**config.mk**
```make
export PLATFORM = sky130hd
export DESIGN_NAME = rf_wport_arbiter
export DESIGN_NICKNAME = d
export VERILOG_FILES = /design/src/rtl/rf_wport_arbiter.sv
export SDC_FILE = /design/constraint.sdc
export NUM_CORES = 1
export LEC_CHECK = 0
export BUFFER_PORTS_ARGS = -buffer_cell sky130_fd_sc_hd__buf_2
export CELL_PAD_IN_SITES_DETAIL_PLACEMENT = 1
export CELL_PAD_IN_SITES_GLOBAL_PLACEMENT = 1
export CORE_MARGIN = 1
export CORE_UTILIZATION = 31
export CTS_BUF_LIST = sky130_fd_sc_hd__clkbuf_8
export CTS_CLUSTER_DIAMETER = 150
export DETAILED_ROUTE_END_ITERATION = 10
export PLACE_DENSITY = 0.86
export SYNTH_ARGS = -nofsm -noshare
export SYNTH_HDL_FRONTEND = slang
export SYNTH_SLANG_ARGS = --single-unit
```
**constraint.sdc**
```tcl
create_clock -name clk -period 1.8 [get_ports clk]
set_clock_uncertainty 0.15 [all_clocks]
set_input_delay 0.09 -clock clk [delete_from_list [all_inputs] [get_ports clk]]
set_output_delay 0.09 -clock clk [all_outputs]
set_load 0.02 [all_outputs]
```
**src/rtl/rf_wport_arbiter.sv**
```systemverilog
// rtl/rf_wport_arbiter.sv - register file write-port arbiter (wb/dbg round robin), post-reset clear under RF_WPORT_CLEAR_EN
module rf_wport_arbiter #(
  parameter int XLEN = 32,
  parameter int AW   = 5
) (
  input  logic            clk,
  input  logic            reset,
  input  logic            wb_valid,
  input  logic [AW-1:0]   wb_addr,
  input  logic [XLEN-1:0] wb_data,
  output logic            wb_ready,
  input  logic            dbg_valid,
  input  logic [AW-1:0]   dbg_addr,
  input  logic [XLEN-1:0] dbg_data,
  output logic            dbg_ready,
  output logic            rf_we,
  output logic [AW-1:0]   rf_a3,
  output logic [XLEN-1:0] rf_wd3,
  output logic            clear_done
);

  // last_q = 1 means the most recent grant went to the debug port
  logic            last_q;
  logic            rf_we_q;
  logic [AW-1:0]   rf_a3_q;
  logic [XLEN-1:0] rf_wd3_q;

  logic            run;
  logic            accept;
  logic [AW-1:0]   wr_addr_d;
  logic [XLEN-1:0] wr_data_d;

`ifdef RF_WPORT_CLEAR_EN
  typedef enum logic {S_CLEAR, S_RUN} state_t;
  state_t          state_q;
  logic [AW-1:0]   cnt_q;
  logic            clear_done_q;

  assign run        = (state_q == S_RUN);
  assign clear_done = clear_done_q;
`else
  // Without the clear the port is open as soon as reset is released
  assign run        = !reset;
  assign clear_done = 1'b1;
`endif

  // Round robin: a lone requester wins, on contention the one not granted last wins
  always_comb begin
    wb_ready  = run && wb_valid  && (!dbg_valid || last_q);
    dbg_ready = run && dbg_valid && (!wb_valid  || !last_q);
    accept    = wb_ready || dbg_ready;
    wr_addr_d = dbg_ready ? dbg_addr : wb_addr;
    wr_data_d = dbg_ready ? dbg_data : wb_data;
  end

  // Clear sequencer and registered write-port drive
  always_ff @(posedge clk or posedge reset) begin
    if (reset) begin
      rf_we_q      <= 1'b0;
      rf_a3_q      <= '0;
      rf_wd3_q     <= '0;
      last_q       <= 1'b1;
`ifdef RF_WPORT_CLEAR_EN
      state_q      <= S_CLEAR;
      cnt_q        <= {{(AW-1){1'b0}}, 1'b1};
      clear_done_q <= 1'b0;
`endif
    end else begin
`ifdef RF_WPORT_CLEAR_EN
      if (state_q == S_CLEAR) begin
        // cnt wraps to zero after the top register has been issued; that
        // edge drops the final write and opens the port
        if (cnt_q == '0) begin
          rf_we_q      <= 1'b0;
          state_q      <= S_RUN;
          clear_done_q <= 1'b1;
        end else begin
          rf_we_q  <= 1'b1;
          rf_a3_q  <= cnt_q;
          rf_wd3_q <= '0;
          cnt_q    <= cnt_q + 1'b1;
        end
      end else
`endif
      begin
        // x0 writes are accepted but never strobe the register file
        rf_we_q <= accept && (wr_addr_d != '0);
        if (accept) begin
          rf_a3_q  <= wr_addr_d;
          rf_wd3_q <= wr_data_d;
          last_q   <= dbg_ready;
        end
      end
    end
  end

  assign rf_we  = rf_we_q;
  assign rf_a3  = rf_a3_q;
  assign rf_wd3 = rf_wd3_q;

endmodule

```
Word level (Yosys, flattened, before mapping)
Cells that the tools add are included.
{"block": "totals", "regBits": 39, "inputBits": 78, "out_inout_bits": 41}
{"block": "classes", "mux": 2, "reduce_logical": 13}
{"op": "$mux W32", "count": 1}
{"op": "$logic_and A1 B1 Y1", "count": 5}
{"op": "$mux W5", "count": 1}
{"op": "$reduce_bool A5 Y1", "count": 1}
{"op": "$logic_not A1 Y1", "count": 4}
{"op": "$logic_or A1 B1 Y1", "count": 3}

Depth between registers and ports, before layout
{"block": "depth", "word_depth": 6, "depth_mapped": 5, "ltp_nobuf": 3}

Worst setup path after synthesis
OpenSTA, ideal clock, no wires.
{"block": "synth_path", "path_type": "flip-flop to output port", "startpoint": "register last_q", "endpoint": "output wb_ready", "arrival_time_ps": 1263, "t_required_ps": 1560, "setup_slack_ps": 297, "stages_incl_launch_ff": 5, "path_cell_list": "dfstp_2 -> and2_1 -> buf_4 -> nor2_1 -> nor2b_1"}
{"block": "synth_via", "elab_chain_len": 2}
{"item": "from (decl)", "line_no": "23", "text": "logic last_q;"}
{"item": "from (signal assigned)", "line_no": "91", "text": "last_q <= dbg_ready;"}
{"item": "$logic_or A1 B1 Y1", "line_no": "49", "text": "wb_ready = run && wb_valid && (!dbg_valid || last_q);"}
{"item": "$logic_and A1 B1 Y1", "line_no": "49"}
{"item": "to (decl)", "line_no": "11", "text": "output logic wb_ready,"}
No other way between the ends.

Worst setup path after layout
Same ends and word-level chain as after synthesis.

==> results.tsv <==
metric	value	unit
outcome	completed	
maxSlewViolCount	0	
cp-start-kind	flop	
power.total	2.68	mW
rows	28	
grt_pass1_wl	13600	um
cts_tree	built	
wl	9060	um
cts-htree-levels	2	
overflow	0	
setup_viol	0	
rrSetupSlack	0.23	ns
stdcell_count	493	
grt_use_met3	0.0600	
vias	2622	
netlist-cell-type-count	23	
first_pass_iters	4	
hold_class	in -> async	
antenna_cells	0	
fmax	574	MHz
core-area	0.00603	mm2
busiest_layer	met2	
avgSynthCellArea	8.61	um2
post-route-period-util	0.967	
vias_per_cell	5.32	
clkTransAtPathRegs	0.08	ns
clkSinkCount	39	
numCtsBuffers	5	
power_density	759	mW/mm2
worstSkewPairLatency	0.29	ns
p_leak	1.57	nW
grt_max_degree	43	
grtUsageMet1	0.274	
synth_nets	306	
fp.dieH	81.6	um
initial_core_util	0.326	
hpwl	4740	um
first_global_vias	2874	
cts-root-buf	clkbuf_8	
synth_area	0.00196	mm2
cp_max_fo	10	
end_kind	primary output	
die_x	81.6	um
gp_congestion	0.738	
area_growth	79.6	%
die_area	0.00666	mm2
yosysTopAreaCell	dfrtp_1	
arrival	1.50	ns
grt_usage	0.275	
hold_viol_final	0	
dp.cells	407	
ir_drop	0.405	mV
layout-drive-gt1-share	0.342	
yosysTopAreaCellShare	0.484	
nNetsFinal	495	
ant_nets	0	
netlist_instances	228	
cap_violations	0	
route.detailed.drc	0	
num_io_pins	119	
worstPathRequired	1.56	ns
yosysWarnings	0	
antenna_found_initial	0	
ff_latch_area	977	um2
drt-initial-drc-count	71	
fin_crit	1.74	ns
synth_area_leaders	dfrtp_1 (48%), a31oi_1 (12%), nand3_1 (9.4%)	
avgRoutedWirePerCell	18.4	um
synth_seq_area_share	0.498	
clockBufferDepth	2	
n_fill_cell	734	
critPathKind	reg -> out	
multiInputGateArea	842	um2
ys_ff_latch	39	
port_buffers	117	
grt_util_met2	0.545	
-- cells in the mapped netlist --
cell type / instances
dfrtp_1: 38
nor2_1: 39
or4_1: 2
buf_4: 8
nand2_1: 1
nor2b_1: 1
o21ai_1: 11
and2b_1: 1
nor3b_1: 1
o21ai_0: 26
nand2b_1: 1
dfstp_2: 1
a211oi_2: 1
buf_2: 9
a31oi_1: 38
nand3_1: 37
and2_1: 1
nor4_1: 1
o21ba_2: 1
inv_1: 1
buf_6: 1
conb_1: 1
clkbuf_1: 7
-- cells by family (layout without fill, tap and decap cells) --
logic type             Yosys count  count (layout)  synth area share
AOI/OAI and AO/OA               77              77             0.227
and+or+nand+nor                 85              85             0.199
other                            1               1           0.00191
DFF                             39              39             0.498
buffers and inverters           26             216            0.0746
-- critical path, stage by stage (launching register included) --
cell	delay [ns]
dfstp_2	0.56
and2_4	0.18
buf_12	0.14
nor2_1	0.06
nor2b_1	0.13
buf_4	0.15
-- cells in the final DEF (no fill, tap or decap) --
cell type        n
clkbuf_16        1
nand3_1         37
nand2_1          1
buf_4           11
a31oi_1         38
dlygate4sd3_1   76
buf_2          116
nor4_1           1
inv_2            1
nor2_1          39
conb_1           1
a211oi_2         1
o21ba_2          1
clkbuf_8         7
nor2b_1          1
o21ai_0         26
o21ai_1         11
buf_12           3
nand2b_1         1
inv_1            1
or4_1            2
and2_4           1
and2b_1          1
nor3b_1          1
dfrtp_1         38
dfstp_2          1
-- what timing repair did --
item | CTS | global route
cloned | 0 | 1
gates resized for setup | 1 | 1
hold buffers | 76 | 0
setup endpoints to repair | 1 | 1
setup buffers | 0 | 1
hold endpoints to repair | 76 | 0
-- layer usage --
layer / vias to the layer above / routed length [um]
li1: 1199 / -
met1: 1296 / 3350
met2: 99 / 4940
met3: 28 / 495
met4: 0 / 283
met5: - / 0
-- sequential cells by signal, indices dropped and copies added (netlist names) --
register and flops:
rf_we 1, rf_wd3 32, last_q 1, rf_a3 5
-- power breakdown --
group / internal (mW) / switching (mW)
combinational: 0.409 / 0.534
sequential: 1.00 / 0.0715
clock: 0.345 / 0.315
-- area by class of cell --
cell class | count | area share
Tap cell | 75 | 0.0266
Sequential cell | 39 | 0.277
Multi-Input combinational cell | 163 | 0.239
Clock inverter | 1 | 0.00106
Timing Repair Buffer | 207 | 0.428
Inverter | 1 | 0.00106
Clock buffer | 7 | 0.0273
-- metrics by stage --
stage	utilization	setup slack [ns]	hold WS [ns]	TNS, ns	cell area (um2)
floorplan	-	0.297	0.00919	0	1960
global placement	0.436	0.359	-0.0752	0	2630
detailed placement	0.436	0.276	-0.0708	0	2630
CTS	0.579	0.0501	0.185	0	3490
global route	0.585	-0.00262	0.196	-0.00262	3530
finish	0.585	0.0592	0.181	0	3530
-- worst paths after layout --
check | from | end | cells past startpoint
worst max-delay path | last_q | wb_ready | 5
worst min-delay path | reset | rf_wd3[27] | 3
worst max register to register | last_q | rf_wd3[12] | 4
worst min register to register | rf_wd3[2] | rf_wd3[2] | 2
max in group asynchronous | reset | last_q | 4
min in group clk | dbg_valid | rf_wd3[10] | 4
Note: power is estimated with default switching activity, not from simulation.
